`src/rtl/uart_word_packer.sv`:
```
// rtl/uart_word_packer.sv - packs uart_receiver bytes into BYTES_PER_WORD-byte words
// with an inter-byte timeout, a valid/ready output and overflow accounting.
`timescale 1ns/1ps
module uart_word_packer #(
  parameter int BYTES_PER_WORD = 2,
  parameter int MSB_FIRST      = 0,
  parameter int TIMEOUT_CYCLES = 50000,
  parameter int CNT_W          = 16
) (
  input  logic                        clk,
  input  logic                        rst_n,
  input  logic                        rxd_flag,
  input  logic [7:0]                  rxd_data,
  input  logic                        word_ready,
  input  logic                        ovf_clr,
  output logic [BYTES_PER_WORD*8-1:0] word_data,
  output logic                        word_valid,
  output logic [2:0]                  byte_cnt,
  output logic                        timeout_pulse,
  output logic [7:0]                  ovf_cnt
);

  localparam int         WW        = BYTES_PER_WORD * 8;
  localparam logic [2:0] LAST_SLOT = 3'(BYTES_PER_WORD - 1);

  logic          flag_d;
  logic          accept;
  logic          last_byte;
  logic          slot_free;
  logic          load_word;
  logic          overflow;
  logic          timeout_hit;
  logic [2:0]    slot;
  logic [WW-1:0] asm_q;
  logic [WW-1:0] full_word;

  // A held rxd_flag counts once: only its rising edge accepts a byte.
  assign accept    = rxd_flag & ~flag_d;
  assign last_byte = (byte_cnt == LAST_SLOT);
  assign slot_free = ~word_valid | word_ready;
  assign load_word = accept & last_byte & slot_free;
  assign overflow  = accept & last_byte & ~slot_free;
  assign slot      = (MSB_FIRST != 0) ? (LAST_SLOT - byte_cnt) : byte_cnt;

  always_comb begin
    full_word = asm_q;
    for (int i = 0; i < BYTES_PER_WORD; i++) begin
      if (slot == 3'(i)) full_word[8*i +: 8] = rxd_data;
    end
  end

  always_ff @(posedge clk or negedge rst_n) begin
    if (!rst_n) flag_d <= 1'b0;
    else        flag_d <= rxd_flag;
  end

  // Assembly register is cleared on completion and on timeout so no stale byte leaks.
  always_ff @(posedge clk or negedge rst_n) begin
    if (!rst_n) begin
      byte_cnt <= 3'd0;
      asm_q    <= '0;
    end else if (accept) begin
      if (last_byte) begin
        byte_cnt <= 3'd0;
        asm_q    <= '0;
      end else begin
        byte_cnt <= byte_cnt + 3'd1;
        asm_q    <= full_word;
      end
    end else if (timeout_hit) begin
      byte_cnt <= 3'd0;
      asm_q    <= '0;
    end
  end

  always_ff @(posedge clk or negedge rst_n) begin
    if (!rst_n) begin
      word_data  <= '0;
      word_valid <= 1'b0;
    end else if (load_word) begin
      word_data  <= full_word;
      word_valid <= 1'b1;
    end else if (word_valid && word_ready) begin
      word_valid <= 1'b0;
    end
  end

  // Clear wins over a concurrent overflow except that the overflow itself is kept.
  always_ff @(posedge clk or negedge rst_n) begin
    if (!rst_n) begin
      ovf_cnt <= 8'd0;
    end else if (ovf_clr) begin
      ovf_cnt <= {7'd0, overflow};
    end else if (overflow && (ovf_cnt != 8'hFF)) begin
      ovf_cnt <= ovf_cnt + 8'd1;
    end
  end

  generate
    if (TIMEOUT_CYCLES > 0) begin : g_timeout
      localparam logic [CNT_W-1:0] TMO_LAST = CNT_W'(TIMEOUT_CYCLES - 1);
      logic [CNT_W-1:0] idle_cnt;

      // An accepted byte on the expiry cycle beats the timeout.
      assign timeout_hit = ~accept & (byte_cnt != 3'd0) & (idle_cnt == TMO_LAST);

      always_ff @(posedge clk or negedge rst_n) begin
        if (!rst_n) begin
          idle_cnt      <= '0;
          timeout_pulse <= 1'b0;
        end else begin
          timeout_pulse <= timeout_hit;
          if (accept || (byte_cnt == 3'd0) || timeout_hit) idle_cnt <= '0;
          else                                             idle_cnt <= idle_cnt + 1'b1;
        end
      end
    end else begin : g_no_timeout
      assign timeout_hit   = 1'b0;
      assign timeout_pulse = 1'b0;
    end
  endgenerate

endmodule

```
`config.mk`:
```
export PLATFORM = sky130hd
export DESIGN_NAME = uart_word_packer
export DESIGN_NICKNAME = d
export VERILOG_FILES = /design/src/rtl/uart_word_packer.sv
export SDC_FILE = /design/constraint.sdc
export NUM_CORES = 1
export LEC_CHECK = 0
export CAP_MARGIN = 0
export CORE_ASPECT_RATIO = 1.5
export CORE_MARGIN = 5
export CORE_UTILIZATION = 40
export CTS_CLUSTER_DIAMETER = 120
export DETAILED_ROUTE_END_ITERATION = 10
export SETUP_SLACK_MARGIN = 0.2
export SLEW_MARGIN = 20
export SYNTH_ARGS = -nofsm -noshare
export SYNTH_HDL_FRONTEND = slang
export SYNTH_SLANG_ARGS = --single-unit
```
`constraint.sdc`:
```
create_clock -name clk -period 3.42 [get_ports clk]
set_input_delay 0.855 -clock clk [delete_from_list [all_inputs] [get_ports clk]]
set_output_delay 0.855 -clock clk [all_outputs]
set_load 0.05 [all_outputs]
```
==> flow_summary_export.csv, run 1 <==
group,metric,value,unit
routing,first_pass_iters,4,
clock_network,cts_tree,"yes",
job,max_cap_violations,0,
sta,holdWs,0.4895,ns
floorplanning,die_x,74.86,um
sta,slew_viol_final,0,
critical_path,crit_fanout,13,
floorplanning,io_pins,42,
clock_network,holdBufCountCts,0,
clock_network,clkTransAtPathRegs,0.10,ns
routing,num_vias,1940,
sta,slew_headroom,45.99,%
cells_and_area,final_common_cell,"dfrtp_1",
sta,setup_slack,0.7127,ns
synth,ys_ff_latch,54,
grt,first_global_vias,1860,
critical_path,worstPathRequired,2.56,ns
sta,worst_pin_slew,0.7996,ns
synth,synth-edff-count,0,
critical_path,critPathKind,"reg2out",
clock_network,cts_made_buffers,5,
synth,synth_top_area_share,53.54,%
routing,wirelength,5.274,mm
clock_network,clk-insertion-delay-late,0.32,ns
clock_network,clockBufferDepth,2,
critical_path,cp_slowest_stage_delay,0.90,ns
grt,grt_use_total,14.06,%
grt,grt_start_max_net_pins,55,
place,dp_hpwl,3.699,mm
cells_and_area,multi_input_area,0.001101,mm^2
synth,synthCells,246,
synth,yosys-top-cells-area,"dfrtp_1 54%, nor2_1 4.6%, xnor2_1 4.5%, nand2_1 3.7%, mux2_2 3.6%",
sta,final_hold_viol_count,0,
sta,fin_crit,2.707,ns
clock_network,htreeDepth,2,
cells_and_area,diodes,0,
sta,rsz0062_at_grt,"false",
grt,overflow,0,
routing,viasPerCell,5.359,
cells_and_area,mostFrequentLayoutCells,"54 x dfrtp_1, 40 x clkdlybuf4s50_1, 31 x nor2_1",
place,io_buffers,41,
cells_and_area,final_util,50.57,%
sta,fmax,369.4,MHz
power,irDropWorstVdd,0.2744,mV
cells_and_area,drive_above_1_share,10.07,%
synth,syn_area,0.002524,mm^2
synth,synth_top_area_cell,"dfrtp_1",
synth,syn_avg_cell_area,10.26,um^2
sta,fin_tns_setup,0,ns
floorplanning,row_count,35,
critical_path,arrival,1.85,ns
synth,syn_nets,261,
critical_path,cp_cell_sequence,"clkdlybuf4s50_1",
critical_path,cp-end-kind,"output port",
clock_network,cts_resized,0,
routing,drc,0,
cells_and_area,regArea,0.001351,mm^2
place,place_congestion,0.7665,
routing,ant_nets,0,
routing,drt-initial-drc-count,79,
place,dp_slack,0.4791,ns
clock_network,cts-root-buf,"clkbuf_8",
synth,synth_warnings,0,
power,p_per_area,592.8,mW/mm^2
cells_and_area,nFillCells,589,
grt,antenna_found_initial,0,
clock_network,post_cts_buffers,0,
power,leakage,1.255,nW
hold_path,min_path_type,"reg2reg",
synth,synth-seq-area-share,53.54,%
cells_and_area,area_growth,22.86,%
synth,synthArstFlopShare,100.0,%
synth,synth-main-ff-cell,"dfrtp_1",
critical_path,startpoint_type,"flop",
critical_path,timing.critical_path.buf_inv,1,
cells_and_area,finalNetCount,302,
sta,fin_crit_sh,79.16,%
sta,clock_skew,0.01768,ns
grt,grt_pass1_wl,8.838,mm
sta,setup_viol,0,
critical_path,crit_slowest_cell,"clkdlybuf4s50_1",
floorplanning,coreArea,0.006131,mm^2
floorplanning,die_h,107.3,um
power,total_power,1.838,mW
floorplanning,die_area,0.008030,mm^2
critical_path,critPathTopFamily,"buffers and inverters",
floorplanning,initial_core_util,41.16,%
outcome,status,"finished clean",
routing,routedWlPerCell,14.57,um
clock_network,clock-sinks,54,
synth,netlist-cell-type-count,42,
-- Yosys cell counts, drive strengths merged, types with 7 or more instances --
master,number
dfrtp,54
nor2,31
nand2,25
xnor2,13
nand3,10
a31oi,9
mux2,9
a22o,8
inv,8
nor3,8
nor4,8
a21oi,7
-- flip-flops by register name, summed over array words and instances, names as in the netlist --
register,count
asm_q,8
byte_cnt,3
flag_d,1
g_timeout.idle_cnt,16
ovf_cnt,8
timeout_pulse,1
word_data,16
word_valid,1
-- power by group --
part	internal, mW	leakage (nW)	total (mW)	switching, mW
sequential	0.739	0.701	0.799	0.0603
clock	0.152	0.0502	0.379	0.227
combinational	0.231	0.504	0.660	0.429
total	1.12	1.26	1.84	0.716
-- logic make-up (layout without fill, tap and decap cells) --
family	after synthesis	in the layout	synth area share, %
AND/OR/NAND/NOR	111	111	23.05
flip-flops	54	54	53.55
AO/OA/AOI/OAI	38	38	10.36
buffers and inverters	18	60	3.173
XOR/XNOR	14	14	4.859
multiplexers	9	9	4.016
adder cells (fa/ha/maj)	2	2	0.9914
-- worst paths after layout --
path / start / to / slack, ns / cells after the start
worst max-delay path: byte_cnt[1]$_DFFE_PN0P_ / byte_cnt[1] / 0.71 / 1
worst min-delay path: g_timeout.idle_cnt[0]$_DFF_PN0_ / g_timeout.idle_cnt[0]$_DFF_PN0_ / 0.49 / 1
worst max register to register: byte_cnt[1]$_DFFE_PN0P_ / asm_q[6]$_DFFE_PN0P_ / 1.23 / 3
worst min register to register: g_timeout.idle_cnt[0]$_DFF_PN0_ / g_timeout.idle_cnt[0]$_DFF_PN0_ / 0.49 / 1
max in group asynchronous: rst_n / word_data[14]$_DFFE_PN0P_ / 2.32 / 2
min in group asynchronous: rst_n / ovf_cnt[2]$_DFFE_PN0P_ / 0.65 / 2
-- per-layer routing --
layer	vias to the layer above	track usage, %	share of wire [%]
li1	955	-	-
met1	940	17.64	41
met2	39	23.88	53
met3	6	2.523	4.4
met4	0	4.580	1.6
met5	-	0	0
-- area by class of cell --
| type | instances | area share [%] |
|---|---|---|
| Clock buffer | 5 | 2.220 |
| Inverter | 8 | 0.9685 |
| Tap cell | 74 | 2.986 |
| Timing Repair Buffer | 44 | 13.80 |
| Multi-Input combinational cell | 174 | 35.51 |
| Sequential cell | 54 | 43.58 |
| Clock inverter | 3 | 0.9282 |
-- through the flow --
| stage | instance area (um^2) | std cells |
|---|---|---|
| final | 3100 | 362 |
| after CTS | 3100 | 362 |
| after global routing | 3100 | 362 |
| after global placement | 3003 | 354 |
| after detailed placement | 3003 | 354 |
| after floorplan | 2524 | 246 |
Note: power is estimated with default switching activity, not from simulation.
==> run 2: changes to the inputs <==
- PLACE_DENSITY: unset -> 0.65
- clock period: 3.42 -> 2.2 ns (I/O delays scaled with it)
==> flow_summary_export.csv, run 2 (synthesis gave the netlist of run 1 again) <==
group,metric,value,unit
outcome,status,"finished clean",
clock_network,clock-sinks,54,
power,p_per_area,864.6,mW/mm^2
sta,setup_viol,0,
grt,grt_use_total,14.98,%
critical_path,r2r-end,"ovf_cnt[7]$_DFFE_PN0P_",
routing,drc,0,
power,leakage,1.417,nW
routing,num_vias,2001,
grt,antenna_found_initial,0,
sta,final_hold_viol_count,0,
power,swShare,38.83,%
sta,fin_crit,1.865,ns
grt,grt_pass1_wl,9.549,mm
routing,ant_nets,0,
cells_and_area,diodes,0,
clock_network,cts_tree,"yes",
critical_path,cp_cell_sequence,"dlygate4sd2_1",
place,dp_hpwl,3.908,mm
power,clock_power_share,20.4,%
routing,drt-initial-drc-count,55,
critical_path,crit_fanout,7,
sta,worst_pin_slew,0.5573,ns
grt,first_global_vias,2048,
cells_and_area,final_common_cell,"dfrtp_1",
cells_and_area,regArea,0.001354,mm^2
clock_network,clockBufferDepth,2,
grt,overflow,0,
sta,slew_headroom,62.71,%
critical_path,rr_worst_depth,3,
cells_and_area,final_area,0.003206,mm^2
cells_and_area,drive_above_1_share,16.67,%
floorplanning,coreArea,0.006131,mm^2
hold_path,min_path_type,"in2async",
critical_path,crit_slowest_cell,"dlygate4sd2_1",
floorplanning,die_h,107.3,um
clock_network,clkTransAtPathRegs,0.09,ns
routing,first_pass_iters,4,
clock_network,cts-root-buf,"clkbuf_8",
sta,rsz0062_at_grt,"false",
critical_path,worstPathRequired,1.65,ns
place,dpl-instance-area,0.003108,mm^2
power,irDropWorstVdd,0.3673,mV
place,place_congestion,0.7853,
sta,clock_skew,0.004560,ns
power,pwr-share-seq,44.7,%
place,io_buffers,41,
clock_network,htreeDepth,2,
sta,fmax,536.1,MHz
critical_path,timing.critical_path.buf_inv,1,
sta,fin_crit_sh,84.79,%
critical_path,critPathKind,"reg2out",
critical_path,cp_slowest_stage_delay,0.56,ns
clock_network,holdBufCountCts,0,
floorplanning,initial_core_util,41.16,%
critical_path,r2r-start,"byte_cnt[2]$_DFFE_PN0P_",
place,dp_slack,-0.2885,ns
critical_path,startpoint_type,"flop",
critical_path,ff2ff_setup_slack,0.39,ns
critical_path,crit_end,"ovf_cnt[3]",
cells_and_area,multi_input_area,0.001137,mm^2
sta,slew_viol_final,0,
routing,routedWlPerCell,14.59,um
critical_path,arrival,1.32,ns
critical_path,cp-end-kind,"output port",
job,max_cap_violations,0,
critical_path,path_depth,1,
critical_path,critPathTopFamily,"buffers and inverters",
floorplanning,die_area,0.008030,mm^2
sta,holdWs,0.1845,ns
cells_and_area,final_util,52.29,%
floorplanning,die_x,74.86,um
routing,wirelength,5.457,mm
critical_path,worstSetupStartpoint,"ovf_cnt[3]$_DFFE_PN0P_",
floorplanning,io_pins,42,
clock_network,cts_made_buffers,5,
cells_and_area,nFillCells,574,
sta,setup_slack,0.3347,ns
routing,viasPerCell,5.350,
cells_and_area,mostFrequentLayoutCells,"52 x dfrtp_1, 30 x nor2_1, 26 x dlygate4sd2_1",
floorplanning,row_count,35,
cells_and_area,finalNetCount,314,
power,pwr-share-comb,35.0,%
power,p_int,1.695,mW
cells_and_area,area_growth,27.02,%
cells_and_area,biggestRegsByFlops,"g_timeout.idle_cnt x16, word_data x16",
power,switching_power,1.076,mW
grt,grt_start_max_net_pins,37,
clock_network,clk-insertion-delay-late,0.30,ns
-- run 2: cell types whose count changed in the layout (fill, tap and decap cells not counted), moves of 2 or more --
cell / delta
dlymetal6s2s_1: +2
clkinv_4: -2
buf_12: +2
dfrtp_2: +2
dlygate4sd2_1: +26
or4_4: +2
clkdlybuf4s50_1: -31
buf_4: +12
dfrtp_1: -2
-- run 2: power by group through the flow --
stage                     sequential (mW)  clock, mW  combinational (mW)
after global placement               1.26          0                1.06
after CTS                            1.24      0.586               0.984
after floorplan                      1.71          0               0.229
after detailed placement             1.26          0                1.07
after global routing                 1.26      0.619                1.03
final                                1.24      0.564               0.969
-- run 2: final cells by class --
class                      count  share of cell area [%]
timing repair buffer          55                   15.61
clock buffer                   7                   2.693
sequential                    54                   42.23
tap                           74                   2.888
clock inverter                 1                  0.1561
inverter                       8                  0.9368
multi-input combinational    175                   35.48
-- run 2: metal layers --
metal  part of all wire, %  vias up  track usage, %
li1                      -      986               -
met1                    41      969           17.71
met2                    52       37           26.06
met3                   4.2        9           2.804
met4                   2.3        0           5.725
met5                     0        -               0
-- run 2: worst min path at each step --
stage | to | cells after the start
floorplan | asm_q[0]$_DFFE_PN0P_ | 0
global placement | g_timeout.idle_cnt[0]$_DFF_PN0_ | 1
detailed placement | g_timeout.idle_cnt[0]$_DFF_PN0_ | 1
CTS | ovf_cnt[1]$_DFFE_PN0P_ | 1
global route | flag_d$_DFF_PN0_ | 1
finish | ovf_cnt[1]$_DFFE_PN0P_ | 1
-- run 2: what timing repair did --
item                       4_1_cts  5_1_grt
pin swaps                        2        3
resized for setup               28        4
buffers inserted                 1        0
setup endpoints to repair       31        4
gates cloned                     1        0
-- run 2: per-stage QoR --
stage | power (mW) | std cells | setup TNS (ns)
6_report | 2.772 | 374 | 0
3_5_place_dp | 2.331 | 364 | -2.281
2_1_floorplan | 1.935 | 246 | 0
4_1_cts | 2.810 | 374 | 0
3_3_place_gp | 2.320 | 364 | -1.633
5_1_grt | 2.915 | 374 | 0
==> run 3: changes to the inputs <==
- clock period: 2.2 -> 1.5 ns (I/O delays scaled with it)
==> flow_summary_export.csv, run 3 (synthesis gave the netlist of run 1 again) <==
group,metric,value,unit
sta,fmax,571.2,MHz
critical_path,r2r-end,"ovf_cnt[7]$_DFFE_PN0P_",
clock_network,clkTransAtPathRegs,0.10,ns
job,max_cap_violations,0,
critical_path,crit_end,"ovf_cnt[7]$_DFFE_PN0P_",
critical_path,ff2ff_setup_slack,-0.25,ns
critical_path,worstSetupStartpoint,"byte_cnt[2]$_DFFE_PN0P_",
critical_path,crit_fanout,6,
critical_path,crit_slowest_cell,"or4_4",
critical_path,worstPathRequired,1.75,ns
grt,grt_use_total,17.29,%
cells_and_area,diodes,0,
cells_and_area,finalNetCount,384,
place,dpl-instance-area,0.003825,mm^2
power,leakage,1.887,nW
grt,grt_start_max_net_pins,36,
clock_network,clockBufferDepth,2,
clock_network,clock-sinks,54,
grt,antenna_found_initial,0,
place,place_congestion,0.7887,
sta,holdWs,0.4482,ns
floorplanning,row_count,35,
critical_path,path_depth,3,
critical_path,crit_top_cell,"or4_4",
critical_path,arrival,2.00,ns
critical_path,cp_cell_sequence,"or4_4 > or4_4 > a21oi_2",
critical_path,cp-end-kind,"flop",
routing,drt-initial-drc-count,147,
sta,fin_crit,1.751,ns
routing,drc,0,
power,p_per_area,1155,mW/mm^2
sta,slew_viol_final,0,
sta,slew_headroom,75.51,%
routing,ant_nets,0,
clock_network,cts-root-buf,"clkbuf_8",
clock_network,clk-insertion-delay-late,0.31,ns
critical_path,rr_worst_depth,3,
critical_path,r2r-start,"byte_cnt[2]$_DFFE_PN0P_",
sta,setup_slack,-0.2508,ns
cells_and_area,final_area,0.004418,mm^2
routing,num_vias,2375,
cells_and_area,biggestRegsByFlops,"g_timeout.idle_cnt x16, word_data x16",
clock_network,htreeDepth,2,
floorplanning,die_h,107.3,um
outcome,status,"complete, but fails checks",
routing,highest_layer,"met4",
critical_path,critPathKind,"reg2reg",
floorplanning,die_area,0.008030,mm^2
routing,viasPerCell,5.349,
routing,wirelength,7.045,mm
routing,wl_met3,257,um
power,irDropWorstVdd,0.6091,mV
sta,setup_viol,50,
critical_path,startpoint_type,"flop",
cells_and_area,area_growth,75.06,%
cells_and_area,drive_above_1_share,51.35,%
cells_and_area,final_common_cell,"buf_4",
cells_and_area,final-instance-count-excl-fill,444,
floorplanning,initial_core_util,41.16,%
outcome,violations,"setup timing",
grt,first_global_vias,2351,
place,place_inst,406,
place,io_buffers,41,
critical_path,timing.critical_path.buf_inv,0,
critical_path,cp_slowest_stage_delay,0.60,ns
routing,routed-wl-met2,3.966,mm
routing,met1_length,2.644,mm
floorplanning,io_pins,42,
floorplanning,coreArea,0.006131,mm^2
place,dp_hpwl,4.461,mm
cells_and_area,final_util,72.06,%
floorplanning,die_x,74.86,um
place,dp_slack,-0.7364,ns
routing,routedWlPerCell,15.87,um
sta,rsz0062_at_grt,"true",
power,total_power,5.102,mW
grt,overflow,0,
critical_path,critPathTopFamily,"simple AND/OR/NAND/NOR gates",
clock_network,cts_made_buffers,5,
sta,fin_crit_sh,116.7,%
hold_path,min_path_type,"in2async",
clock_network,cts_tree,"yes",
grt,grt_pass1_wl,10.87,mm
sta,final_hold_viol_count,0,
sta,fin_tns_setup,-4.616,ns
sta,clock_skew,0.01341,ns
cells_and_area,mostFrequentLayoutCells,"60 x buf_4, 46 x dfrtp_1, 31 x buf_12",
sta,worst_pin_slew,0.3625,ns
routing,first_pass_iters,4,
==> run 3: cell types whose count changed in the layout (fill, tap and decap cells not counted), moves of 6 or more <==
cell / change
mux2_2: -7
mux2_4: +8
nor2_1: -19
dfrtp_1: -6
nor4_1: -7
dlygate4sd2_1: -24
buf_12: +29
buf_6: +19
buf_4: +45
nor2_2: +13
nor2_4: +6
==> run 3: metal layers <==
layer | up-vias | global-route usage [%]
met5 | - | 0
met3 | 17 | 3.458
met4 | 0 | 6.616
met2 | 56 | 29.74
li1 | 1127 | -
met1 | 1175 | 20.64
==> run 3: where the power goes <==
part           internal, mW  total [mW]  switching, mW
sequential             1.69        1.92          0.233
combinational          1.20        2.31           1.11
clock                 0.345       0.864          0.519
total                  3.23        5.10           1.87
==> run 3: how the worst min path moves through the flow <==
| stage | from | to | slack (ns) | cells past startpoint |
|---|---|---|---|---|
| final | rst_n | ovf_cnt[2]$_DFFE_PN0P_ | 0.45 | 2 |
| after global routing | rst_n | ovf_cnt[2]$_DFFE_PN0P_ | 0.47 | 2 |
| after CTS | rst_n | ovf_cnt[2]$_DFFE_PN0P_ | 0.45 | 2 |
| after detailed placement | rst_n | ovf_cnt[2]$_DFFE_PN0P_ | 0.25 | 1 |
| after global placement | rst_n | ovf_cnt[2]$_DFFE_PN0P_ | 0.25 | 1 |
| after floorplan | rst_n | asm_q[0]$_DFFE_PN0P_ | 0.08 | 0 |
==> run 3: final cells by class <==
type	instances	area (um^2)
Inverter	8	30.03
Clock buffer	5	68.82
Clock inverter	3	26.28
Sequential cell	54	1364
Fill cell	414	1713
Timing Repair Buffer	125	1438
Multi-Input combinational cell	175	1399
Tap cell	74	92.59
==> run 3: what timing repair did <==
action / in CTS / in global routing
hold buffers: 1 / 0
endpoints found under the setup margin: 69 / 82
gates cloned: 1 / 1
endpoints found under the hold margin: 7 / 0
resized for setup: 37 / 36
pin swaps: 25 / 11
buffers inserted: 13 / 14
==> run 3: worst reg2reg max path: cells and delay by family (launching register included) <==
kind / cells / cell delay [ns]
AOI/OAI and AO/OA: 1 / 0.13
DFF: 1 / 0.46
and+or+nand+nor: 2 / 1.10
